**src/rtl/redundant_carry_resolver.sv**
```systemverilog
// -----------------------------------------------------------------------------
// redundant_carry_resolver
//
// Sequential back end for the unsigned adder-tree multiplier. A frame of
// NUM_WORDS redundant words (BIT_LEN bits each, word j weighted by
// 2^(WORD_LEN*j)) is captured in one handshake. The canonical binary value is
// then streamed out least-significant word first, one WORD_LEN-bit word per
// output handshake. A narrow carry register links consecutive beats.
//
// Ports
//   clk        in   rising-edge clock
//   rst_n      in   asynchronous active-low reset
//   in_valid   in   frame present on in_words
//   in_ready   out  block can capture a frame (IDLE)
//   in_words   in   NUM_WORDS*BIT_LEN redundant words, word j at [BIT_LEN*j +: BIT_LEN]
//   out_valid  out  out_word valid
//   out_ready  in   sink accepts out_word
//   out_word   out  WORD_LEN-bit canonical word
//   out_last   out  high with the final word of the frame
//   busy       out  frame in progress
//   ovf        out  only with RESOLVER_OVF_EN: final carry of last frame was nonzero
//
// Optional feature macro: RESOLVER_OVF_EN
// -----------------------------------------------------------------------------
module redundant_carry_resolver #(
  parameter int NUM_WORDS = 34,
  parameter int BIT_LEN   = 17,
  parameter int WORD_LEN  = 16
) (
  input  logic                           clk,
  input  logic                           rst_n,
  input  logic                           in_valid,
  output logic                           in_ready,
  input  logic [NUM_WORDS*BIT_LEN-1:0]   in_words,
  output logic                           out_valid,
  input  logic                           out_ready,
  output logic [WORD_LEN-1:0]            out_word,
  output logic                           out_last,
  output logic                           busy
`ifdef RESOLVER_OVF_EN
  ,
  output logic                           ovf
`endif
);

  // Carry out of one beat is at most 2^(BIT_LEN-WORD_LEN), so one extra bit
  // beyond the redundant headroom is enough.
  localparam int CARRY_W = BIT_LEN - WORD_LEN + 1;
  localparam int IDX_W   = (NUM_WORDS > 1) ? $clog2(NUM_WORDS) : 1;
  localparam logic [IDX_W-1:0] LAST_IDX = IDX_W'(NUM_WORDS - 1);

  typedef enum logic [0:0] {
    IDLE = 1'b0,
    EMIT = 1'b1
  } state_e;

  state_e               state_q, state_d;
  logic [IDX_W-1:0]     idx_q, idx_d;
  logic [CARRY_W-1:0]   carry_q, carry_d;
  logic [BIT_LEN-1:0]   word_buf_q [NUM_WORDS];

  logic [BIT_LEN:0]     sum_s;
  logic                 in_fire_s;
  logic                 last_s;

  // Current word plus incoming carry; depends only on registered state.
  always_comb begin
    sum_s     = (BIT_LEN+1)'(word_buf_q[idx_q]) + (BIT_LEN+1)'(carry_q);
    in_fire_s = (state_q == IDLE) && in_valid;
    last_s    = (state_q == EMIT) && (idx_q == LAST_IDX);
  end

  // Next-state and output decode for the IDLE/EMIT controller.
  always_comb begin
    state_d   = state_q;
    idx_d     = idx_q;
    carry_d   = carry_q;
    in_ready  = 1'b0;
    out_valid = 1'b0;
    busy      = 1'b0;
    out_word  = {WORD_LEN{1'b0}};
    out_last  = 1'b0;
    case (state_q)
      IDLE: begin
        in_ready = 1'b1;
        if (in_valid) begin
          state_d = EMIT;
          idx_d   = {IDX_W{1'b0}};
          carry_d = {CARRY_W{1'b0}};
        end else begin
          state_d = IDLE;
        end
      end
      EMIT: begin
        out_valid = 1'b1;
        busy      = 1'b1;
        out_word  = sum_s[WORD_LEN-1:0];
        out_last  = last_s;
        if (out_ready) begin
          if (last_s) begin
            // Final carry is dropped here (reported via ovf when enabled).
            state_d = IDLE;
            idx_d   = {IDX_W{1'b0}};
            carry_d = {CARRY_W{1'b0}};
          end else begin
            idx_d   = idx_q + IDX_W'(1);
            carry_d = sum_s[BIT_LEN:WORD_LEN];
          end
        end else begin
          state_d = EMIT;
        end
      end
      default: begin
        state_d = IDLE;
        idx_d   = {IDX_W{1'b0}};
        carry_d = {CARRY_W{1'b0}};
      end
    endcase
  end

  // Controller state, word index and carry registers.
  always_ff @(posedge clk or negedge rst_n) begin
    if (!rst_n) begin
      state_q <= IDLE;
      idx_q   <= {IDX_W{1'b0}};
      carry_q <= {CARRY_W{1'b0}};
    end else begin
      state_q <= state_d;
      idx_q   <= idx_d;
      carry_q <= carry_d;
    end
  end

  // Frame buffer; contents are don't-care until a frame is captured.
  always_ff @(posedge clk) begin
    if (in_fire_s) begin
      for (int j = 0; j < NUM_WORDS; j++) begin
        word_buf_q[j] <= in_words[BIT_LEN*j +: BIT_LEN];
      end
    end else begin
      for (int j = 0; j < NUM_WORDS; j++) begin
        word_buf_q[j] <= word_buf_q[j];
      end
    end
  end

`ifdef RESOLVER_OVF_EN
  logic out_last_fire_s;
  assign out_last_fire_s = last_s && out_ready;

  // Overflow flag: set from the final carry, cleared when a new frame starts.
  always_ff @(posedge clk or negedge rst_n) begin
    if (!rst_n) begin
      ovf <= 1'b0;
    end else if (in_fire_s) begin
      ovf <= 1'b0;
    end else if (out_last_fire_s) begin
      ovf <= |sum_s[BIT_LEN:WORD_LEN];
    end else begin
      ovf <= ovf;
    end
  end
`endif

endmodule

```
**config.mk**
```make
export PLATFORM = sky130hd
export DESIGN_NAME = redundant_carry_resolver
export DESIGN_NICKNAME = d
export VERILOG_FILES = /design/src/rtl/redundant_carry_resolver.sv
export SDC_FILE = /design/constraint.sdc
export NUM_CORES = 1
export LEC_CHECK = 0
export ABC_AREA = 1
export BUFFER_PORTS_ARGS = -buffer_cell sky130_fd_sc_hd__buf_2
export CAP_MARGIN = 5
export CORE_AREA = 2 2 237 239
export DETAILED_ROUTE_END_ITERATION = 12
export DIE_AREA = 0 0 239 241
export PLACE_DENSITY = 0.68
export SLEW_MARGIN = 20
export SYNTH_ARGS = -nofsm -noshare
export SYNTH_HDL_FRONTEND = slang
export SYNTH_SLANG_ARGS = --single-unit
```
**constraint.sdc**
```tcl
create_clock -name clk -period 15.8 [get_ports clk]
set_input_delay 1.58 -clock clk [delete_from_list [all_inputs] [get_ports clk]]
set_output_delay 1.58 -clock clk [all_outputs]
set_load 0.01 [all_outputs]
```
* After elaboration in Yosys (flattened, before gate mapping)
Memories as Yosys holds them, arrays and structs flattened.
Cells that the tools add are included.
** Operators by class
- $add $sub $neg :: 2
- Reductions and logical operators :: 4
- Mux-type cells :: 53
- Equal/unequal tests :: 4
- Bitwise gates (word level) :: 35
** Operators with widths (count)
- two-way mux 17 bit :: 34
- OR 1 bit :: 34
- adder 17 x 2 -> 18 bit :: 1
- two-way mux 6 bit :: 3
- two-way mux 16 bit :: 1
- one-hot mux 6 bit (2 select lines) :: 1
- two-way mux 1 bit :: 9
- adder 6 x 1 -> 6 bit (second input constant) :: 1
- == test 6 bit (second input constant) :: 1
- two-way mux 2 bit :: 3
- != test 2 bit (second input constant) :: 2
- one-hot mux 2 bit (2 select lines) :: 1
- AND reduction 2 bit :: 2
- logical AND 1 bit :: 2
- one-hot mux 1 bit (2 select lines) :: 1
- != test 0 bit :: 1
- NOT 1 bit :: 1
** Storage, ports and cells
- Flip-flop bits (word level) :: 9
- Memories :: 1
- Bits in writable memories :: 578
- Bits of input ports :: 582
- Word-level logic and storage cells :: 102
- Output and inout port bits :: 20
** Memory list
- word_buf_q :: depth 34, width 17, read ports 1, clocked after Yosys merged registers in 0, wr ports 34, RTL line 60 : logic [BIT_LEN-1:0] word_buf_q [NUM_WORDS];

* Logic depth before layout (Yosys ltp)
- Word-level depth :: 5
- Mapped depth :: 24
- Depth with buffers taken out :: 19

* Worst setup path after synthesis
OpenSTA, ideal clock, no wires.
- Path kind :: input port to flip-flop
- Start point :: in in_valid
- End point :: mem word_buf_q[0][0], enable pin
- Required time :: 14.875 ns
- Arrival :: 12.807 ns
- Library setup time :: 0.925 ns
- Path slack :: 2.069 ns
- Path buffers :: 0
- Cell stages on the path :: 2
- Path through :: nand2_1 inv_1
** RTL lines
- from (decl) :: RTL line 32 : input logic in_valid,
- to (decl) :: RTL line 60

* Worst setup path after layout
- Start point :: reg idx_q[0]
- End point :: out out_word[12]
** Between the ends
- Cells in the longest elaborated chain, start to end :: 3
** RTL lines
- from (decl) :: RTL line 58 : logic [IDX_W-1:0] idx_q, idx_d;
- from (signal assigned) :: RTL line 125 : idx_q <= {IDX_W{1'b0}};
- from (signal assigned) :: RTL line 129 : idx_q <= idx_d;
- memory read (34 x 17 bit)
- adder 17 x 2 -> 18 bit :: RTL line 68 : sum_s = (BIT_LEN+1)'(word_buf_q[idx_q]) + (BIT_LEN+1)'(carry_q);
- two-way mux 16 bit :: RTL line 83 : case (state_q)
- to (decl) :: RTL line 37 : output logic [WORD_LEN-1:0] out_word,
No other way between the ends.

==> metrics <==
most common cell after layout, fill and taps aside buf_2; effective utilization at floorplan 44.0%; Syn. warnings 0; Post-CTS Repair Setup Buffers 0; WL per Instance 21.4 um; first-pass GRT wire length 105000 um; Post-CTS Resized 0; design area 29700 um2; CTS tree done; Max VDD drop 0.106 mV; most frequent cells in the layout 601 x buf_2, 587 x nand2_1, 578 x edfxtp_1; critical path data arrival time 5.49 ns; Placer Congestion 0.849; max incr delay on CP 0.88 ns; crit path capture type output pin; Worst setup endpoint out_word[12]; Synth Instances 2057; Synth Register Bits 587; Slew @ Worst Pin 1.12 ns; Post-Syn Area per Cell 11.7 um2; crit-path cells inv_8 > buf_4 > buf_4 > nand2_1 > nand3_1 > nand2_1 > a21oi_1 > nor2_1 > nor2_1 > nand2_1 > nand2_1 > nand2_1 > clkinv_1 > nand3_1 > nor2_4 > nand2_1 > nand2_1 > nand2_1 > nor2_1 > buf_2; clock sinks 587; layout cell share with drive strength beyond 1 28.0%; worst reg2reg startpoint idx_q[0]$_DFFE_PN0P_; worst slew margin relative to its limit 25.7%; hold depth 2; Layout area overhead 22.9%; Final setup viols 0; reg-to-reg endpoint carry_q[0]$_DFFE_PN0P_; HP Class register to register; CP top delay family buffers and inverters; Crit Path Max Fanout 95; DR pass1 iterations 6; Port Buffers 601; CTS Buffer Depth 3; hpwl dp 49100 um; via/cell ratio 5.30; DRC viols 0; Critical Path Most Common Cell nand2_1; DRT antenna net count 0; largest net degree at the start of global routing 208; H-tree levels 2; Cells after DPL 3261; total track usage 24.5%; Netlist cell types 31; Tcrit/Tclk final 44.8%; post-route minimum period 7.07 ns; vias in the first global route 17600; PwrDens 166 nW/um2; Worst Setup SP idx_q[0]$_DFFE_PN0P_; RSZ-0062 raised after global routing no; setup TNS 0 ns; CP Class register to output pin; Final Net Count 3207; CTS buffer count 60; fin util 54.1%; clock slew at reported path FFs 0.06 ns; Hold-fix buffers, CTS 0; Max-Cap Viols 0; GR Overflow Total 0; total number of vias 18100; Core Region 54900 um2; hold_sp carry_q[0]$_DFFE_PN0P_; worst path buffer plus inverter count 5; static leakage power 11.7 nW; Worst path depth 20; final wirelength 73000 um; Final Slew Violations 0; Layout Cells excl Fill 3414; f_max 0.141 GHz; R2R depth 18; Top-Level Pins 602; starting DRC count in detailed routing 1757; Slowest-stage cell, CP buf_4; initial antenna violation count 46; chip width 239 um; Die Y 241 um; sequential area share after synthesis 72.8%; Clk Tree Root Cell clkbuf_16; syn nets 2644; Max Clock Skew 0.0156 ns; status completed; mapped cell area 24200 um2; R2R Setup Slk 11.15 ns; crit path launch type register; Worst EP required 14.22 ns; Row Count 86; worst skew pair latency 0.62 ns; area of the die 57600 um2; final hold vios 0; placed inst area 27500 um2
==> synth_stat cells (all sizes together) <==
cell	n	area, um2
nand2	594	2250
inv	33	124
fa	1	20.0
edfxtp	578	17400
o22ai	27	169
nor2	215	817
a21oi	31	155
o21bai	2	15.0
o31ai	1	7.51
nor3	9	45.0
clkbuf	17	63.8
clkinv	3	11.3
buf	104	677
o32ai	1	8.76
xor2	4	35.0
o221ai	1	8.76
nand3	300	1500
dfrtp	9	225
o21ai	118	591
ha	4	50.1
a31oi	2	12.5
nand4	3	18.8
==> sequential cells by signal, indices dropped and copies added, names as in the netlist <==
register / cells
carry_q: 2
word_buf_q: 578
idx_q: 6
state_q: 1
==> area by class of cell <==
type | instances | area [um2]
Fill cell | 4755 | 25200
Sequential cell | 587 | 17600
Multi-Input combinational cell | 1313 | 5720
Timing Repair Buffer | 622 | 3210
Clock buffer | 65 | 1560
Tap cell | 704 | 881
Clock inverter | 46 | 468
Inverter | 36 | 154
Antenna cell | 41 | 103
==> stage by stage <==
step	hold WS [ns]	worst slack, ns	power (mW)
floorplan	0.456	2.07	2.95
global placement	0.476	9.46	3.51
detailed placement	0.489	9.38	3.53
CTS	0.511	8.71	4.98
global route	0.556	8.31	5.22
finish	0.502	8.73	4.94
==> per-layer routing <==
layer	routed length (um)	GRT usage [%]
met2	36200	40.7
met4	2320	11.0
met5	142	0
met1	27500	30.3
met3	6860	6.20
==> worst min-delay path by stage <==
stage                        endpoint  slack (ns)
2_1_floorplan  carry_q[0]$_DFFE_PN0P_        0.46
3_3_place_gp   carry_q[0]$_DFFE_PN0P_        0.48
3_5_place_dp   carry_q[0]$_DFFE_PN0P_        0.49
4_1_cts        carry_q[0]$_DFFE_PN0P_        0.51
5_1_grt        carry_q[0]$_DFFE_PN0P_        0.56
6_report       carry_q[0]$_DFFE_PN0P_        0.50
==> worst reg2reg max path: stages, from the launching register on <==
cell	delay [ns]
dfrtp_4	0.71
inv_8	0.36
buf_4	0.77
buf_4	0.96
nand2_1	0.23
nand3_1	0.12
nand2_1	0.06
a21oi_1	0.15
nor2_1	0.08
nor2_1	0.10
nand2_1	0.12
nand2_1	0.19
nand2_1	0.09
clkinv_1	0.05
nand3_1	0.11
nor2_4	0.19
nand3_1	0.11
nand3_1	0.10
nand2_1	0.05
==> kinds of logic (layout without fill, tap and decap cells) <==
kind of cell / after synthesis / in the layout / synth area share (%)
AND/OR/NAND/NOR: 1121 / 1121 / 19.2
flip-flops: 587 / 587 / 72.8
AO/OA/AOI/OAI: 183 / 183 / 4.00
buffers and inverters: 157 / 769 / 3.63
adder cells (fa/ha/maj): 5 / 5 / 0.290
XOR/XNOR: 4 / 4 / 0.145
other: 0 / 41 / 0
==> power breakdown <==
group | switching, mW | internal (mW)
Clock | 0.606 | 0.846
Sequential | 0.0844 | 1.76
Combinational | 1.15 | 0.487
Total | 1.84 | 3.10
Note: power is estimated with default switching activity, not from simulation.
